**config.mk**
```make
export PLATFORM = sky130hd
export DESIGN_NAME = vx_raster_stamp_sched
export DESIGN_NICKNAME = d
export VERILOG_FILES = /design/src/rtl/vx_raster_pkg.sv /design/src/rtl/vx_priority_encoder.sv /design/src/rtl/vx_raster_stamp_sched.sv
export SDC_FILE = /design/constraint.sdc
export NUM_CORES = 1
export LEC_CHECK = 0
export ABC_AREA = 0
export ABC_CLOCK_PERIOD_IN_PS = 2600
export BUFFER_PORTS_ARGS = -buffer_cell sky130_fd_sc_hd__buf_4
export CORE_ASPECT_RATIO = 1.5
export CORE_MARGIN = 3
export CORE_UTILIZATION = 51
export DETAILED_ROUTE_END_ITERATION = 10
export GPL_TIMING_DRIVEN = 0
export PLACE_DENSITY_LB_ADDON = 0.08
export SYNTH_ARGS = -nofsm -noshare
export SYNTH_HDL_FRONTEND = slang
export SYNTH_SLANG_ARGS = --single-unit
```
**constraint.sdc**
```tcl
create_clock -name clk -period 2.6 [get_ports clk]
set_clock_uncertainty 0.05 [all_clocks]
set_input_delay 0.26 -clock clk [delete_from_list [all_inputs] [get_ports clk]]
set_output_delay 0.26 -clock clk [all_outputs]
set_load 0.02 [all_outputs]
```
**src/rtl/vx_raster_pkg.sv**
```systemverilog
`default_nettype none
// ---------------------------------------------------------------------------
// vx_raster_pkg : shared raster types, scheduler state encoding, helpers
// Revision 1.0
// ---------------------------------------------------------------------------
package vx_raster_pkg;

    localparam int RASTER_SCHED_STATE_BITS = 2;

    typedef enum logic [RASTER_SCHED_STATE_BITS-1:0] {
        RASTER_SCHED_IDLE  = 2'd0,
        RASTER_SCHED_FETCH = 2'd1,
        RASTER_SCHED_RSP   = 2'd2
    } raster_sched_state_e;

    typedef struct packed {
        logic [7:0] pos_x;
        logic [7:0] pos_y;
        logic [3:0] mask;
    } raster_stamp_t;

    function automatic int log2up(input int x);
        return (x > 1) ? $clog2(x) : 1;
    endfunction

endpackage
`default_nettype wire

```
**src/rtl/vx_priority_encoder.sv**
```systemverilog
`default_nettype none
// ---------------------------------------------------------------------------
// vx_priority_encoder : index of the lowest set bit, plus any-set flag
// Revision 1.0
// ---------------------------------------------------------------------------
module vx_priority_encoder #(
    parameter int N         = 4,
    parameter int IDX_WIDTH = 2
) (
    input  logic [N-1:0]         data_in,
    output logic [IDX_WIDTH-1:0] index,
    output logic                 valid
);

    always_comb begin
        index = '0;
        valid = 1'b0;
        for (int i = N - 1; i >= 0; i--) begin
            if (data_in[i]) begin
                index = IDX_WIDTH'(i);
                valid = 1'b1;
            end
        end
    end

endmodule
`default_nettype wire

```
**src/rtl/vx_raster_stamp_sched.sv**
```systemverilog
`default_nettype none
// ---------------------------------------------------------------------------
// vx_raster_stamp_sched : hands raster stamps to a warp's non-empty lane
// groups as CSR writes, then reports which threads received a stamp.
// Revision 1.0
// ---------------------------------------------------------------------------
module vx_raster_stamp_sched
    import vx_raster_pkg::*;
#(
    parameter int CORE_ID     = 0,
    parameter int NUM_THREADS = 4,
    parameter int NUM_LANES   = 1,
    parameter int NW_WIDTH    = 2,
    parameter int UUID_WIDTH  = 8,
    parameter int PID_WIDTH   = log2up(NUM_THREADS / NUM_LANES)
) (
    input  logic                            clk,
    input  logic                            reset_n,

    input  logic                            req_valid,
    output logic                            req_ready,
    input  logic [NW_WIDTH-1:0]             req_wid,
    input  logic [NUM_THREADS-1:0]          req_tmask,
    input  logic [UUID_WIDTH-1:0]           req_uuid,

    input  logic                            stamp_valid,
    output logic                            stamp_ready,
    input  logic [NUM_LANES-1:0]            stamp_mask,
    input  raster_stamp_t [NUM_LANES-1:0]   stamp_data,
    input  logic                            stamp_done,

    output logic                            write_enable,
    output logic [UUID_WIDTH-1:0]           write_uuid,
    output logic [NW_WIDTH-1:0]             write_wid,
    output logic [NUM_LANES-1:0]            write_tmask,
    output logic [PID_WIDTH-1:0]            write_pid,
    output raster_stamp_t [NUM_LANES-1:0]   write_data,

    output logic                            rsp_valid,
    input  logic                            rsp_ready,
    output logic [NW_WIDTH-1:0]             rsp_wid,
    output logic [UUID_WIDTH-1:0]           rsp_uuid,
    output logic [NUM_THREADS-1:0]          rsp_tmask
);

    localparam int NUM_GROUPS = NUM_THREADS / NUM_LANES;

    raster_sched_state_e        r_state;
    raster_sched_state_e        w_state_next;
    logic [PID_WIDTH-1:0]       r_pid;
    logic [NW_WIDTH-1:0]        r_wid;
    logic [UUID_WIDTH-1:0]      r_uuid;
    logic [NUM_THREADS-1:0]     r_tmask;
    logic [NUM_THREADS-1:0]     r_acc;
    logic [NUM_GROUPS-1:0]      w_search;
    logic [PID_WIDTH-1:0]       w_next_pid;
    logic                       w_next_valid;
    logic [NUM_LANES-1:0]       w_hit;
    logic                       w_fire;

    assign w_hit  = r_tmask[r_pid*NUM_LANES +: NUM_LANES] & stamp_mask;
    assign w_fire = (r_state == RASTER_SCHED_FETCH) && stamp_valid;

    // In IDLE search the incoming mask from group 0; in FETCH only above pid.
    always_comb begin
        w_search = '0;
        for (int g = 0; g < NUM_GROUPS; g++) begin
            if (r_state == RASTER_SCHED_IDLE) begin
                w_search[g] = |req_tmask[g*NUM_LANES +: NUM_LANES];
            end else begin
                w_search[g] = (|r_tmask[g*NUM_LANES +: NUM_LANES]) && (g > int'(r_pid));
            end
        end
    end

    // CORE_ID only tags the instance; any non-negative id builds the encoder.
    if (CORE_ID >= 0) begin : g_penc
        vx_priority_encoder #(
            .N         (NUM_GROUPS),
            .IDX_WIDTH (PID_WIDTH)
        ) u_penc (
            .data_in (w_search),
            .index   (w_next_pid),
            .valid   (w_next_valid)
        );
    end else begin : g_penc_off
        assign w_next_pid   = '0;
        assign w_next_valid = 1'b0;
    end

    always_ff @(posedge clk or negedge reset_n) begin
        if (!reset_n) begin
            r_state <= RASTER_SCHED_IDLE;
        end else begin
            r_state <= w_state_next;
        end
    end

    always_comb begin
        w_state_next = r_state;
        case (r_state)
            RASTER_SCHED_IDLE: begin
                if (req_valid) begin
                    w_state_next = w_next_valid ? RASTER_SCHED_FETCH : RASTER_SCHED_RSP;
                end
            end
            RASTER_SCHED_FETCH: begin
                if (stamp_valid) begin
                    if (stamp_done || !w_next_valid) begin
                        w_state_next = RASTER_SCHED_RSP;
                    end
                end else if (stamp_done) begin
                    w_state_next = RASTER_SCHED_RSP;
                end
            end
            RASTER_SCHED_RSP: begin
                if (rsp_ready) begin
                    w_state_next = RASTER_SCHED_IDLE;
                end
            end
            default: w_state_next = RASTER_SCHED_IDLE;
        endcase
    end

    // reset_n gates req_ready so nothing is accepted while reset is held.
    always_comb begin
        req_ready   = (r_state == RASTER_SCHED_IDLE) && reset_n;
        stamp_ready = (r_state == RASTER_SCHED_FETCH);
        rsp_valid   = (r_state == RASTER_SCHED_RSP);
    end

    always_ff @(posedge clk or negedge reset_n) begin
        if (!reset_n) begin
            r_pid        <= '0;
            r_wid        <= '0;
            r_uuid       <= '0;
            r_tmask      <= '0;
            r_acc        <= '0;
            write_enable <= 1'b0;
            write_pid    <= '0;
            write_tmask  <= '0;
            write_data   <= '0;
        end else begin
            write_enable <= w_fire;
            if ((r_state == RASTER_SCHED_IDLE) && req_valid) begin
                r_wid   <= req_wid;
                r_uuid  <= req_uuid;
                r_tmask <= req_tmask;
                r_acc   <= '0;
                r_pid   <= w_next_pid;
            end
            if (w_fire) begin
                write_pid   <= r_pid;
                write_tmask <= w_hit;
                write_data  <= stamp_data;
                r_acc[r_pid*NUM_LANES +: NUM_LANES] <= r_acc[r_pid*NUM_LANES +: NUM_LANES] | w_hit;
                if (w_next_valid) begin
                    r_pid <= w_next_pid;
                end
            end
        end
    end

    assign write_wid  = r_wid;
    assign write_uuid = r_uuid;
    assign rsp_wid    = r_wid;
    assign rsp_uuid   = r_uuid;
    assign rsp_tmask  = r_acc;

endmodule
`default_nettype wire

```
==> flow_summary.json, run 1 <==
{
  "status": "complete, no violations",
  "yosysTopAreaCell": "dfrtp_1",
  "post_cts_resized": 0,
  "htree_levels": 2,
  "avgViaCountPerCell": 5.05,
  "synth_area_leaders": "dfrtp_1 (55%), nand2_1 (13%), mux2_2 (7.5%)",
  "path_max_fanout": 9,
  "rsz0062_at_grt": "false",
  "synth_seq_area_share_pct": 54.6,
  "startpoint_type": "flop",
  "grt_usage_pct": 20.2,
  "cp-end-kind": "flop",
  "synth_top_family_by_area": "simple AND/OR/NAND/NOR gates",
  "synthDistinctLibCells": 39,
  "crit_chain": "inv_1, ha_1, nor3b_1, o31ai_1, a31o_2, o2bb2ai_1",
  "ys_ff_latch": 46,
  "synth_xor_area_share_pct": 0,
  "pin_count": 92,
  "maxSlewHeadroom_pct": 62.0,
  "cp.arrival_ns": 2.08,
  "crit_slowest_cell": "dfrtp_1",
  "gp_congestion": 0.818,
  "wirelength_um": 4530,
  "p_leak_nw": 1.54,
  "cp_data_required_time_ns": 2.73,
  "hold_viol": 0,
  "clkSlewWorstSetupHoldPaths_ns": 0.08,
  "syn_area_per_cell_sq_um": 10.3,
  "antenna_found_initial": 0,
  "cts_root_buf": "clkbuf_8",
  "power.density_mw_per_mm2": 1240,
  "place_worst_setup_slack_ns": 0.650,
  "rows": 28,
  "fill_cells": 331,
  "crit_start": "r_pid[0]$_DFF_PN0_",
  "synth_top_area_share_pct": 54.6,
  "yosysWarnings": 0,
  "syn_nets": 251,
  "tightestPinTransition_ns": 0.571,
  "synthArstFlopShare_pct": 100,
  "grt_first_pass_wirelength_um": 7790,
  "remaining_drc_errors": 0,
  "critPathTopFamily": "flip-flops",
  "slowest_delay_ns": 0.53,
  "synth-simple-area-share_pct": 18.7,
  "post-dp-hpwl_um": 3540,
  "period_needed_ns": 1.95,
  "worst_ir_drop_vdd_uv": 1010,
  "holdWs_ns": 0.0973,
  "syn2layout_area_growth_pct": 39.9,
  "synth-compound-area-share_pct": 7.35,
  "setup_tns_ns": 0,
  "vias": 1762,
  "cts_hold_repair.buffers": 1,
  "final_max_slew_viol_count": 0,
  "drt_first_pass_iters": 4,
  "p_total_mw": 3.66,
  "fmax_mhz": 513,
  "die_area_sq_mm": 0.00496,
  "grt_max_degree": 48,
  "critPathKind": "flop to flop",
  "hp-start": "stamp_data[3]",
  "nNetsFinal": 350,
  "setup_slack_ns": 0.650,
  "wl_per_cell_um": 13.0,
  "maxCapViolCount": 0,
  "synth_edf_count": 0,
  "grt_pass1_vias": 1764,
  "path_buf_inv": 1,
  "core_sq_mm": 0.00396,
  "setup_viol": 0,
  "antenna_cells": 0,
  "syn_area_sq_mm": 0.00211,
  "numCtsBuffers": 5,
  "drive_gt1_share_pct": 41.4,
  "die_w_um": 58.5,
  "syn_inst": 204,
  "synth_fa_ha_area_share_pct": 3.56,
  "clock_path_buffers": 2,
  "min_path_type": "input port to flop",
  "placed_cell_area_sq_mm": 0.00285,
  "min_period_over_period_pct": 75.0,
  "start_util_pct": 53.3,
  "grt_overflow": 0,
  "final_cell_area_sq_mm": 0.00295,
  "cts_tree": "yes",
  "numPortBuffers": 91,
  "synth_flop_cell": "dfrtp_1",
  "chipHeight_um": 84.8,
  "ant_nets": 0,
  "cts.sinks": 46,
  "timing.rr.start": "r_pid[0]$_DFF_PN0_",
  "post-cts-setup-buffers": 0,
  "clk-insertion-delay-late_ns": 0.29,
  "muxShareOfSynthArea_pct": 10.3,
  "drt_iter0_markers": 39
}
[worst register-to-register path, stage by stage (launching register included)]
cell and delay, ns:
dfrtp_1 0.53, inv_1 0.20, ha_1 0.24, nor3b_1 0.30
o31ai_1 0.15, a31o_2 0.26, o2bb2ai_1 0.11
[metal layers]
layer / track usage [%] / routed length (um) / up-vias
met4: 6.96 / 74 / 0
met2: 37.0 / 2500 / 53
met5: 0 / 0 / -
met3: 4.92 / 280 / 6
met1: 21.7 / 1680 / 832
li1: - / - / 871
[power breakdown]
| part | internal, mW | total [mW] | switching (mW) |
|---|---|---|---|
| combinational | 0.928 | 1.97 | 1.04 |
| clock | 0.214 | 0.436 | 0.222 |
| sequential | 1.03 | 1.26 | 0.230 |
[placed cells by master (no fill, tap or decap), types with 2 or more instances in the layout]
cell type  count
nand2_1       72
clkbuf_8       6
a21oi_1        4
nor2b_1        5
buf_1          3
mux2_2        14
buf_4        101
o41ai_1        2
dfrtp_1       46
inv_1          3
clkbuf_1       5
nor2_1         3
ha_1           6
o21ai_0        2
nand3_1        4
o21ai_1        2
[stage by stage]
stage,utilization [%],cells
6_report,74.5,349
5_1_grt,74.5,349
4_1_cts,74.5,349
3_5_place_dp,72.0,340
3_3_place_gp,72.0,340
2_1_floorplan,-,204
[synthesized netlist by cell type (all sizes together) (2+ instances only)]
cell type  instances
mux2              14
o41ai              2
nand3              4
o21ai              4
nand2             72
mux4               2
buf               13
dfrtp             46
clkbuf             4
nor2               3
nor2b              5
inv                3
a21oi              5
ha                 6
[state kept, by name, indices dropped and copies added, names as in the netlist]
signal        flops
r_pid             2
rsp_uuid          8
rsp_tmask         4
r_tmask           4
r_state           2
rsp_wid           2
write_pid         2
write_tmask       1
write_enable      1
write_data       20
[path summary, 6_finish.rpt]
kind | end | slack [ns] | cells past startpoint
min in group asynchronous | write_data[14]$_DFFE_PN0P_ | 0.45 | 2
worst min-delay path | write_data[3]$_DFFE_PN0P_ | 0.1 | 3
worst max-delay path | r_state[1]$_DFFE_PN0P_ | 0.65 | 6
worst min register to register | write_data[19]$_DFFE_PN0P_ | 0.43 | 2
worst max register to register | r_state[1]$_DFFE_PN0P_ | 0.65 | 6
max in group asynchronous | r_tmask[3]$_DFFE_PN0P_ | 1.66 | 2
[cells by family (layout without fill, tap and decap cells)]
group           count (synthesis)  count (layout)
compound gates                 22              22
fa+ha+maj                       6               6
buf+inv                        21             121
flops                          46              46
mux                            17              17
simple gates                   92              92
[area by class of cell]
type / count / area, sq um / share of cell area, %
buffer: 17 / 101 / 3.44
clock buffer: 7 / 86.3 / 2.93
clock inverter: 1 / 5.00 / 0.170
inverter: 4 / 15.0 / 0.509
multi-input combinational: 137 / 842 / 28.5
sequential: 46 / 1150 / 39.0
tap: 45 / 56.3 / 1.91
timing repair buffer: 92 / 693 / 23.5
(Power assumes the default switching activity.)
==> inputs of run 2 (changes only) <==
--- a/config.mk
+++ b/config.mk
@@ -6,11 +6,11 @@
 export NUM_CORES = 1
 export LEC_CHECK = 0
 export ABC_AREA = 0
-export ABC_CLOCK_PERIOD_IN_PS = 2600
+export ABC_CLOCK_PERIOD_IN_PS = 1800
 export BUFFER_PORTS_ARGS = -buffer_cell sky130_fd_sc_hd__buf_4
 export CORE_ASPECT_RATIO = 1.5
 export CORE_MARGIN = 3
-export CORE_UTILIZATION = 51
+export CORE_UTILIZATION = 47
 export DETAILED_ROUTE_END_ITERATION = 10
 export GPL_TIMING_DRIVEN = 0
 export PLACE_DENSITY_LB_ADDON = 0.08
==> constraint.sdc (replaced) <==
create_clock -name clk -period 1.8 [get_ports clk]
set_clock_uncertainty 0.05 [all_clocks]
set_input_delay 0.18 -clock clk [delete_from_list [all_inputs] [get_ports clk]]
set_output_delay 0.18 -clock clk [all_outputs]
set_load 0.02 [all_outputs]
==> run 2 against run 1 <==
Net effect:
- core utilization is 4.4 points lower
- total power rose by 50%
- routed wire length grew 4.2%
- worst hold slack lost 0.26 ns
- via count shrank 0.45%
- setup slack worse by 0.59 ns
- sequential power is 46% higher
- sequential share of layout area decreased by 0.62 points
- the run now ends with hold timing left
- combinational power up 48%
- fmax rose by 12%
- clock-buffer cell count decreased by 2
==> flow_summary.json, run 2 (synthesized netlist as in run 1, its figures left out) <==
{
  "numCtsBuffers": 5,
  "rows": 29,
  "wl_per_cell_um": 13.5,
  "antenna_found_initial": 0,
  "crit_slowest_cell": "or4b_4",
  "period_needed_ns": 1.74,
  "holdWs_ns": -0.166,
  "timing.rr.start": "r_pid[0]$_DFF_PN0_",
  "chipHeight_um": 88.1,
  "die_w_um": 60.7,
  "final_max_slew_viol_count": 0,
  "dp_cells": 341,
  "remaining_drc_errors": 0,
  "place_worst_setup_slack_ns": -0.182,
  "multi_input_area_sq_um": 868,
  "critPathKind": "flop to flop",
  "power.switching_mw": 2.21,
  "maxSlewHeadroom_pct": 61.8,
  "die_area_sq_mm": 0.00534,
  "r2r_end": "rsp_tmask[2]$_DFF_PN0_",
  "avgViaCountPerCell": 5.01,
  "worst_ir_drop_vdd_uv": 1150,
  "clockPowerShare_pct": 13.4,
  "max_flop_register": "write_data",
  "grt_first_pass_wirelength_um": 7590,
  "htree_levels": 2,
  "cts_root_buf": "clkbuf_8",
  "cts.sinks": 46,
  "setup_slack_ns": 0.0611,
  "status": "complete, but fails checks",
  "p_leak_nw": 1.57,
  "ant_nets": 0,
  "final_cells": 350,
  "startpoint_type": "flop",
  "p_total_mw": 5.50,
  "maxCapViolCount": 0,
  "combPwrFrac_pct": 53.2,
  "fill_cells": 368,
  "rrSetupSlack_ns": 0.06,
  "cp-end-kind": "flop",
  "slowest_delay_ns": 0.54,
  "numPortBuffers": 91,
  "start_util_pct": 49.3,
  "power.density_mw_per_mm2": 1830,
  "mostFrequentLayoutCells": "buf_4 (102), nand2_1 (72), dfrtp_1 (44), mux2_2 (14), clkbuf_2 (6)",
  "final_common_cell": "buf_4",
  "clkSlewWorstSetupHoldPaths_ns": 0.08,
  "core_sq_mm": 0.00428,
  "clk-insertion-delay-late_ns": 0.29,
  "p_int_mw": 3.29,
  "cts_tree": "yes",
  "drive_gt1_share_pct": 47.7,
  "post-dp-hpwl_um": 3510,
  "antenna_cells": 0,
  "gp_congestion": 0.814,
  "setup_viol": 0,
  "nNetsFinal": 350,
  "largest_reg_flops": 20,
  "drt_iter0_markers": 55,
  "swShare_pct": 40.1,
  "grt_usage_pct": 18.5,
  "tightestPinTransition_ns": 0.573,
  "min_path_type": "input port to async pin",
  "syn2layout_area_growth_pct": 42.4,
  "grt_overflow": 0,
  "seqPwrFrac_pct": 33.4,
  "path_max_fanout": 7,
  "path_buf_inv": 0,
  "rr_worst_depth": 4,
  "clock_path_buffers": 2,
  "crit_chain": "mux4_2, a21oi_2, or4b_4, o21ai_2",
  "hold_viol": 46,
  "grt_max_degree": 48,
  "wirelength_um": 4720,
  "violations": "hold timing",
  "pin_count": 92,
  "cp.arrival_ns": 1.91,
  "critPathTopFamily": "simple AND/OR/NAND/NOR gates",
  "fmax_mhz": 575,
  "grt_pass1_vias": 1694,
  "min_period_over_period_pct": 96.6,
  "drt_first_pass_iters": 4,
  "cp_data_required_time_ns": 1.97,
  "vias": 1754,
  "regArea_sq_mm": 0.00115
}
run 2: what timing repair did:
item	4_1_cts	5_1_grt
endpoints found under the hold margin	46	46
setup buffers	0	1
gates resized for setup	6	14
pin swaps	0	1
endpoints found under the setup margin	26	44
run 2: how the worst max path moves through the flow:
stage | startpoint | slack (ns) | cells past startpoint | to
2_1_floorplan | r_state[0]$_DFFE_PN0P_ | 0.06 | 4 | rsp_tmask[1]$_DFF_PN0_
3_3_place_gp | r_pid[0]$_DFF_PN0_ | -0.15 | 6 | r_state[1]$_DFFE_PN0P_
3_5_place_dp | r_pid[0]$_DFF_PN0_ | -0.18 | 6 | r_state[1]$_DFFE_PN0P_
4_1_cts | r_state[0]$_DFFE_PN0P_ | 0.01 | 4 | rsp_uuid[5]$_DFFE_PN0P_
5_1_grt | r_pid[0]$_DFF_PN0_ | -0.002 | 4 | rsp_tmask[2]$_DFF_PN0_
6_report | r_pid[0]$_DFF_PN0_ | 0.06 | 4 | rsp_tmask[2]$_DFF_PN0_
run 2: power groups by stage:
stage,combinational [mW],sequential (mW),clock [mW]
global route,3.18,1.89,0.798
finish,2.92,1.84,0.736
CTS,2.90,1.84,0.760
detailed placement,2.87,1.85,0
floorplan,1.31,2.25,0
global placement,2.83,1.83,0
run 2: cell type report:
class | instances | share of cell area [%]
multi-input cells | 137 | 28.9
flip-flops and latches | 46 | 38.4
clock inverters | 3 | 1.33
repair buffers | 92 | 23.0
inverters | 4 | 0.500
plain buffers | 17 | 3.67
well taps | 46 | 1.92
clock buffers | 5 | 2.29
run 2: worst reg2reg max path: cells and delay by family (launching register included):
kind	cells	cell delay [ns]
and+or+nand+nor	1	0.54
DFF	1	0.48
AOI/OAI and AO/OA	2	0.22
muxes	1	0.39
run 2: through the flow:
step           setup TNS, ns  utilization (%)  instance area (sq um)
3_3_place_gp          -0.549             66.6                   2850
5_1_grt             -0.00228             70.2                   3000
2_1_floorplan              0                -                   2110
3_5_place_dp          -0.821             66.6                   2850
6_report                   0             70.2                   3000
4_1_cts                    0             69.3                   2970
run 2: routing by layer:
| metal | share of wire (%) | GRT usage (%) | up-vias |
|---|---|---|---|
| met4 | 0.95 | 6.71 | 0 |
| met2 | 55 | 34.4 | 55 |
| met5 | 0 | 0 | - |
| li1 | - | - | 870 |
| met1 | 38 | 20.0 | 822 |
| met3 | 5.4 | 3.69 | 7 |
